File: src/rtl/rf_arb_pkg.sv
// Shared definitions for the decode-stage register-file write port.
// Latency: n/a (constants and types only).
// Backpressure: n/a.
// Contents: address/data widths of the 32x18 register file and the write-port
// arbiter state encoding, kept as plain constants so legacy blocks can reuse them.
package rf_arb_pkg;

    localparam int RF_ADDR_W = 5;
    localparam int RF_DATA_W = 18;

    typedef logic [1:0] arb_state_t;

    localparam arb_state_t ST_INIT  = 2'd0;  // clearing the register file after reset
    localparam arb_state_t ST_RUN   = 2'd1;  // writeback first, host when the port is idle
    localparam arb_state_t ST_DRAIN = 2'd2;  // pipeline held, in-flight writebacks emptying
    localparam arb_state_t ST_HOST  = 2'd3;  // pipeline held, host owns the next free cycle

endpackage

File: src/rtl/rf_init_sequencer.sv
// Post-reset clear sequencer: writes zero to registers 0..NUM_REGS-1, one per cycle.
// Latency: clear write for idx is combinational from idx; done rises the cycle after the last write.
// Backpressure: none; the sequencer owns the write port outright until done.
// Ports: clk, rst (async active-low); clr_we/clr_addr = clear write request,
// clr_last = this cycle writes the final register, done = sequence complete.
module rf_init_sequencer
    import rf_arb_pkg::*;
#(
    parameter int NUM_REGS = 32
) (
    input  logic                 clk,
    input  logic                 rst,
    output logic                 clr_we,
    output logic [RF_ADDR_W-1:0] clr_addr,
    output logic                 clr_last,
    output logic                 done
);

    localparam logic [RF_ADDR_W-1:0] LAST_IDX = RF_ADDR_W'(NUM_REGS - 1);

    logic [RF_ADDR_W-1:0] idx;

    always_ff @(posedge clk or negedge rst) begin
        if (!rst) begin
            idx  <= '0;
            done <= 1'b0;
        end else if (!done) begin
            if (idx == LAST_IDX) begin
                idx  <= '0;
                done <= 1'b1;
            end else begin
                idx <= idx + 1'b1;
            end
        end
    end

    assign clr_we   = !done;
    assign clr_addr = idx;
    assign clr_last = !done && (idx == LAST_IDX);

endmodule

File: src/rtl/rf_write_port_arbiter.sv
// Single write port of the decode register file: post-reset clear, then writeback vs host loader.
// Latency: all outputs combinational from state/counters/inputs; the write lands on the next clk edge.
// Backpressure: host_req is held until host_gnt; a starved host raises hold to stall the pipeline.
// Ports: clk, rst (async active-low); wb_* = pipeline writeback; host_* = loader request/grant;
// rf_* = register file WE3/A3/WD3; hold = stall request; init_done = clear finished.
// Optional macro RF_HOST_WCOUNT_EN adds host_wcount, a saturating count of host grants.
module rf_write_port_arbiter
    import rf_arb_pkg::*;
#(
    parameter int NUM_REGS   = 32,
    parameter int DATA_W     = RF_DATA_W,
    parameter int DRAIN_CYC  = 3,
    parameter int STARVE_LIM = 8
) (
    input  logic                 clk,
    input  logic                 rst,
    input  logic                 wb_we,
    input  logic [RF_ADDR_W-1:0] wb_addr,
    input  logic [DATA_W-1:0]    wb_data,
    input  logic                 host_req,
    input  logic [RF_ADDR_W-1:0] host_addr,
    input  logic [DATA_W-1:0]    host_data,
    output logic                 host_gnt,
    output logic                 rf_we,
    output logic [RF_ADDR_W-1:0] rf_addr,
    output logic [DATA_W-1:0]    rf_wdata,
    output logic                 hold,
`ifdef RF_HOST_WCOUNT_EN
    output logic [15:0]          host_wcount,
`endif
    output logic                 init_done
);

    localparam int SW = $clog2(STARVE_LIM + 1);
    localparam int DW = $clog2(DRAIN_CYC + 1);
    localparam logic [SW-1:0] STARVE_LAST = SW'(STARVE_LIM - 1);
    localparam logic [DW-1:0] DRAIN_LAST  = DW'(DRAIN_CYC - 1);

    arb_state_t    state, state_nxt;
    logic [SW-1:0] starve, starve_nxt;
    logic [DW-1:0] drain, drain_nxt;

    logic                 clr_we;
    logic [RF_ADDR_W-1:0] clr_addr;
    logic                 clr_last;
    logic                 clr_done;

    rf_init_sequencer #(
        .NUM_REGS (NUM_REGS)
    ) u_init (
        .clk      (clk),
        .rst      (rst),
        .clr_we   (clr_we),
        .clr_addr (clr_addr),
        .clr_last (clr_last),
        .done     (clr_done)
    );

    always_ff @(posedge clk or negedge rst) begin
        if (!rst) begin
            state  <= ST_INIT;
            starve <= '0;
            drain  <= '0;
        end else begin
            state  <= state_nxt;
            starve <= starve_nxt;
            drain  <= drain_nxt;
        end
    end

    always_comb begin
        rf_we      = 1'b0;
        rf_addr    = '0;
        rf_wdata   = '0;
        host_gnt   = 1'b0;
        state_nxt  = state;
        starve_nxt = starve;
        drain_nxt  = drain;

        // Writeback wins the port in every state except INIT.
        if (state != ST_INIT && wb_we) begin
            rf_we    = 1'b1;
            rf_addr  = wb_addr;
            rf_wdata = wb_data;
        end

        case (state)
            ST_INIT: begin
                rf_we      = clr_we;
                rf_addr    = clr_addr;
                rf_wdata   = '0;
                starve_nxt = '0;
                drain_nxt  = '0;
                if (clr_last) state_nxt = ST_RUN;
            end
            ST_RUN: begin
                if (wb_we) begin
                    if (host_req) begin
                        // Jump on the edge that completes the STARVE_LIM-th blocked
                        // cycle so hold rises on the very next cycle.
                        if (starve >= STARVE_LAST) begin
                            state_nxt  = ST_DRAIN;
                            starve_nxt = '0;
                            drain_nxt  = '0;
                        end else begin
                            starve_nxt = starve + 1'b1;
                        end
                    end else begin
                        starve_nxt = '0;
                    end
                end else begin
                    starve_nxt = '0;
                    if (host_req) begin
                        rf_we    = 1'b1;
                        rf_addr  = host_addr;
                        rf_wdata = host_data;
                        host_gnt = 1'b1;
                    end
                end
            end
            ST_DRAIN: begin
                if (!host_req) begin
                    state_nxt = ST_RUN;
                end else if (drain == DRAIN_LAST) begin
                    state_nxt = ST_HOST;
                end else begin
                    drain_nxt = drain + 1'b1;
                end
            end
            ST_HOST: begin
                // A writeback here means the pipeline ignored hold; let it through
                // and keep the host waiting rather than lose pipeline state.
                if (!wb_we) begin
                    state_nxt  = ST_RUN;
                    starve_nxt = '0;
                    if (host_req) begin
                        rf_we    = 1'b1;
                        rf_addr  = host_addr;
                        rf_wdata = host_data;
                        host_gnt = 1'b1;
                    end
                end
            end
            default: state_nxt = ST_INIT;
        endcase
    end

    assign hold      = (state != ST_RUN);
    assign init_done = clr_done;

`ifdef RF_HOST_WCOUNT_EN
    always_ff @(posedge clk or negedge rst) begin
        if (!rst) begin
            host_wcount <= '0;
        end else if (host_gnt && host_wcount != 16'hFFFF) begin
            host_wcount <= host_wcount + 16'd1;
        end
    end
`endif

endmodule

File: config.mk
export PLATFORM = sky130hd
export DESIGN_NAME = rf_write_port_arbiter
export DESIGN_NICKNAME = d
export VERILOG_FILES = /design/src/rtl/rf_arb_pkg.sv /design/src/rtl/rf_init_sequencer.sv /design/src/rtl/rf_write_port_arbiter.sv
export SDC_FILE = /design/constraint.sdc
export NUM_CORES = 1
export LEC_CHECK = 0
export ABC_CLOCK_PERIOD_IN_PS = 2410
export BUFFER_PORTS_ARGS = -buffer_cell sky130_fd_sc_hd__buf_2
export CORE_UTILIZATION = 44
export CTS_CLUSTER_DIAMETER = 150
export CTS_CLUSTER_SIZE = 16
export DETAILED_ROUTE_END_ITERATION = 10
export PLACE_DENSITY = 0.82
export SLEW_MARGIN = 10
export SYNTH_ARGS = -nofsm -noshare
export SYNTH_HDL_FRONTEND = slang
export SYNTH_SLANG_ARGS = --single-unit
File: constraint.sdc
create_clock -name clk -period 2.41 [get_ports clk]
set_input_delay 0.1205 -clock clk [delete_from_list [all_inputs] [get_ports clk]]
set_output_delay 0.1205 -clock clk [all_outputs]
set_load 0.1 [all_outputs]
Yosys cells after proc, flatten, opt, wreduce, memory -nomap -nowiden
Cells that the tools add are included.
W data, S select, Z words.

cells by class
  add/subtract/negate cells = 3
  $lt $le $gt $ge = 1
  equality and inequality tests = 14
  multiplexer cells = 37
  reduce and logical (&&, ||, !) cells = 11

operator list
  cell                   count
  $mux W18               3
  $pmux W18 S2           1
  $mux W2                12
  $mux W5                4
  $mux W4                4
  $ne A2 B2 Y1 const B   7
  $pmux W4 S3            1
  $reduce_and A6 Y1      2
  $pmux W5 S2            1
  $mux W1                8
  $pmux W2 S4            1
  $eq A2 B2 Y1 const B   3
  $pmux W2 S3            1
  $reduce_bool A3 Y1     2
  $add A5 B1 Y5 const B  1
  $eq A5 B5 Y1 const B   1
  $add A4 B1 Y4 const B  1
  $ge A4 B3 Y1 const B   1
  $ne A3 B3 Y1 const B   1
  $add A2 B1 Y2 const B  1
  $eq A2 B1 Y1 const B   1
  $logic_and A1 B1 Y1    2
  $logic_not A2 Y1       1
  $ne A2 B1 Y1 const B   1
  5 further kinds        5

storage, ports and cells
  flip-flop bits (word level) = 14
  bits of input ports = 50
  output and inout port bits = 27
  logic and storage cells = 71

Depth between registers and ports, before layout
  depth after elaboration = 6
  depth in mapped cells = 8
  depth with buffers taken out = 7

Hierarchy
Synthesis repeated with hierarchy kept, for this count alone.

second synthesis, totals
  cells, all modules = 117
  area, all modules = 1151.1 um2

by module, submodules not included
  module                 times used  cells each  area each (um2)  sequential area each (um2)
  rf_write_port_arbiter  1           91          843.3            200.2
  rf_init_sequencer      1           26          307.8            150.1

Least setup slack after synthesis
No wires, ideal clock.

  path type = reg-to-output
  start point = register state[1]
  end point = output host_gnt
  data arrival time = 3.040 ns
  required time = 2.289 ns
  path slack = -0.751 ns
  cell stages (with the launch flop) = 5
  buffers on the path = 0
  cell sequence = dfrtp_1 > inv_1 > ha_1 > nor2_1 > nor3b_1

on the way
  word-level cells in the longest chain between the ends = 3
  elaborated cells on any way between the ends = 4
  those cells by class = eq/ne: 2; mux: 1; reduce/logical: 1

RTL lines
  what                                                 RTL line                     source
  start: declaration                                   rf_write_port_arbiter.sv:39  arb_state_t state, state_nxt;
  start signal: assignment                             rf_write_port_arbiter.sv:65  state <= state_nxt;
  $eq A2 B2 Y1 / $eq A2 B1 Y1 (equally long branches)  rf_write_port_arbiter.sv:87  case (state)
  $reduce_or A2 Y1 (no source line) *                  n/a
  $mux W1 *                                            n/a
  end: declaration                                     rf_write_port_arbiter.sv:23  output logic host_gnt,

Mark *: on every way between the ends. The rest lies on a longest branch, timed or not.

Final worst setup path
  start point = register state[1]
  end point = output rf_addr[1]

on the way
  word-level cells in the longest chain between the ends = 6
  elaborated cells on any way between the ends = 10
  those cells by class = eq/ne: 2; mux: 4; reduce/logical: 4

RTL lines
  what                 RTL line                                                    source
  $reduce_bool A2 Y1   rf_write_port_arbiter.sv:81                                 if (state != ST_INIT && wb_we) begin
  $logic_and A1 B1 Y1  rf_write_port_arbiter.sv:81
  $mux W5              rf_write_port_arbiter.sv:81
  $mux W5              rf_write_port_arbiter.sv:113, rf_write_port_arbiter.sv:136
  $mux W5              rf_write_port_arbiter.sv:97                                 if (wb_we) begin
  $pmux W5 S2 *        rf_write_port_arbiter.sv:87
  end: declaration     rf_write_port_arbiter.sv:25                                 output logic [RF_ADDR_W-1:0] rf_addr,

Marks and branches as above.

==> flow_summary.ini <==
[sta]
period_needed_ns = 2.30
final_max_slew_viol_count = 0
setup_viol = 0
hold_viol = 0
setup_tns_ns = 0
holdWs_ns = 0.244
max_freq_ghz = 0.434
post-route-period-util_pct = 95.5
finalWorstSetupSlack_ns = 0.108
slew_headroom_pct = 67.1
skew_ns = 0.00307
worst_pin_slew_ns = 0.496
rsz0062_at_grt = no

[drt]
vias_per_cell = 5.80
drc = 0
wirelength_um = 3920
drt_first_pass_iters = 4
drtIter0Drc = 46
route.vias.total = 1304
wire_per_inst_um = 17.4
ant_nets = 0

[critical_path]
worst-r2r-setup-slack_ns = 0.59
worstPathRequired_ns = 2.29
path_depth = 8
critPathLaunchType = flip-flop
path_class = flip-flop to output port
critPathCaptureType = output port
worstPathMaxFanout = 14
max_stage_delay_ns = 0.42
critPathCapture = rf_addr[1]
cpMostUsedCell = inv_1
critical_path.startpoint = state[1]$_DFFE_PN0P_
r2r-start = u_init.clr_addr[0]$_DFFE_PN0N_
r2r_cells = 7
arrival_ns = 2.18
crit_path_top_delay_cell = dfrtp_1
crit_path_cell_trace = inv_1, ha_2, nor3_2, nor3b_2, buf_4, a222oi_1, inv_1, buf_12
r2r-end = state[0]$_DFFE_PN0P_
critPathTopFamily = buffers and inverters
crit_buf_inv = 4

[global_routing]
antenna_found_initial = 0
gr-usage-all-layers_pct = 30.0
use_met1_pct = 33.5
grt.busiest_layer = met2
grt_max_degree = 25
grt.met3_usage_pct = 6.43
grt_pass1_wl_um = 5880
use_met2_pct = 52.8
grt_pass1_vias = 1252
overflow = 0

[floorplan]
io_pins = 77
row_count = 17
die_h_um = 52.2
initial_utilization_pct = 48.2
die_w_um = 52.2
dieArea_um2 = 2720
coreArea_um2 = 2300

[hold_path]
hp-class = input port to asynchronous set/reset pin

[yosys]
synth-seq-cells = 14
ys_async_sr_fraction_pct = 100
synth_area_um2 = 1110
synth_cell_types = 31
synth_nets = 177
yosys_warnings = 0
netlist_instances = 117
synth_edf_count = 0
syn_area_per_cell_um2 = 9.46
synth_ff_type = dfrtp_1
ys_seq_area_share_pct = 31.6

[cells_and_area]
n_fill_cell = 119
final_cell_mix = buf_2, buf_12, a22o_1
final_common_cell = buf_2
nNetsFinal = 258
drive_above_1_share_pct = 47.2
syn_to_final_growth_pct = 74.5
n_antenna_cell = 0

[clock_network]
cts_sinks = 14
clock_latency_ns = 0.28
cts-root-buf = clkbuf_4
cts-buffers-inserted = 3
clockBufferDepth = 2
h-tree-depth = 1
cts_tree = done
clkTransAtPathRegs_ns = 0.09

[power_and_ir_drop]
p_leak_nw = 1.00
ir_drop_uv = 1200
p_per_area_nw_per_um2 = 1510

[place]
place.gp.congestion = 0.738
pre_cts_ws_ns = 0.341
place_hpwl_um = 3220
port_buffers = 76

[outcome]
outcome = completed

[flow_run]
maxCapViolCount = 0
## cell type report
cell class | instances | area [µm²] | area share (%)
inverter | 11 | 41.3 | 2.14
timing repair buffer | 81 | 781 | 40.4
sequential | 14 | 352 | 18.2
clock buffer | 4 | 36.3 | 1.88
tap | 28 | 35.0 | 1.81
multi-input combinational | 87 | 687 | 35.6
## cell usage after synthesis, drive strengths merged, types with 2 or more instances
cell type / count / area (µm²)
dfrtp: 14 / 350
nor2: 2 / 7.51
a21oi: 4 / 20.0
inv: 11 / 41.3
nand4: 2 / 12.5
nor3: 2 / 15.0
a222oi: 5 / 50.1
nand2b: 3 / 18.8
mux2i: 2 / 20.0
buf: 5 / 41.3
o21ai: 8 / 40.0
a22o: 18 / 158
ha: 10 / 125
a211o: 2 / 17.5
nor3b: 2 / 20.0
a21o: 3 / 22.5
nand2: 12 / 45.0
nor4: 2 / 12.5
## flip-flops by register name (all words and copies together) (netlist names)
signal,cells
drain,2
starve,4
state,2
u_init.done,1
u_init.clr_addr,5
## how the worst min path moves through the flow
stage / from / end / cells after the start
floorplan: rst / drain[0]$_DFFE_PN0P_ / 0
global placement: rst / drain[0]$_DFFE_PN0P_ / 1
detailed placement: rst / drain[0]$_DFFE_PN0P_ / 1
CTS: rst / starve[3]$_DFFE_PN0P_ / 2
global route: host_req / starve[2]$_DFFE_PN0P_ / 3
finish: rst / starve[3]$_DFFE_PN0P_ / 2
## power breakdown
part | total (mW) | internal [mW] | leakage [nW] | switching [mW]
Combinational | 2.45 | 0.829 | 0.798 | 1.62
Clock | 0.171 | 0.0919 | 0.0210 | 0.0786
Sequential | 0.301 | 0.265 | 0.185 | 0.0361
Total | 2.92 | 1.19 | 1.00 | 1.73
## repair_timing
| action | CTS | global route |
|---|---|---|
| gates resized for setup | 0 | 4 |
| endpoints found under the hold margin | 14 | 0 |
| endpoints found under the setup margin | 0 | 23 |
| setup buffers | 0 | 1 |
| hold buffers | 1 | 0 |
## routing by layer
metal | share of wire, % | vias up | routed length [µm]
li1 | - | 604 | -
met1 | 36 | 621 | 1430
met2 | 53 | 69 | 2090
met3 | 7.6 | 10 | 299
met4 | 2.6 | 0 | 101
met5 | 0 | - | 0
## per-stage QoR
stage	area [µm²]	cells	utilization [%]	total power [mW]
final	1930	225	84.1	2.92
after global placement	1870	219	81.4	2.66
after detailed placement	1870	219	81.4	2.72
after CTS	1920	224	83.4	2.89
after floorplan	1110	117	-	1.91
after global routing	1930	225	84.1	3.01
## worst register-to-register path, stage by stage (launching register included)
cell	delay [ns]
dfrtp_1	0.46
ha_1	0.23
and3_1	0.17
ha_1	0.19
inv_1	0.09
o21ai_0	0.17
nand4b_1	0.21
mux2i_1	0.22
## cell families (layout without fill, tap and decap cells)
| group | after synthesis | after routing | share of synthesized area [%] |
|---|---|---|---|
| AOI/OAI and AO/OA | 43 | 43 | 29.7 |
| adders and majority gates | 10 | 10 | 11.3 |
| buffers and inverters | 16 | 96 | 7.46 |
| DFF | 14 | 14 | 31.6 |
| muxes | 3 | 3 | 2.82 |
| and+or+nand+nor | 31 | 31 | 17.1 |
No activity file was read; power rests on OpenSTA's default activity.
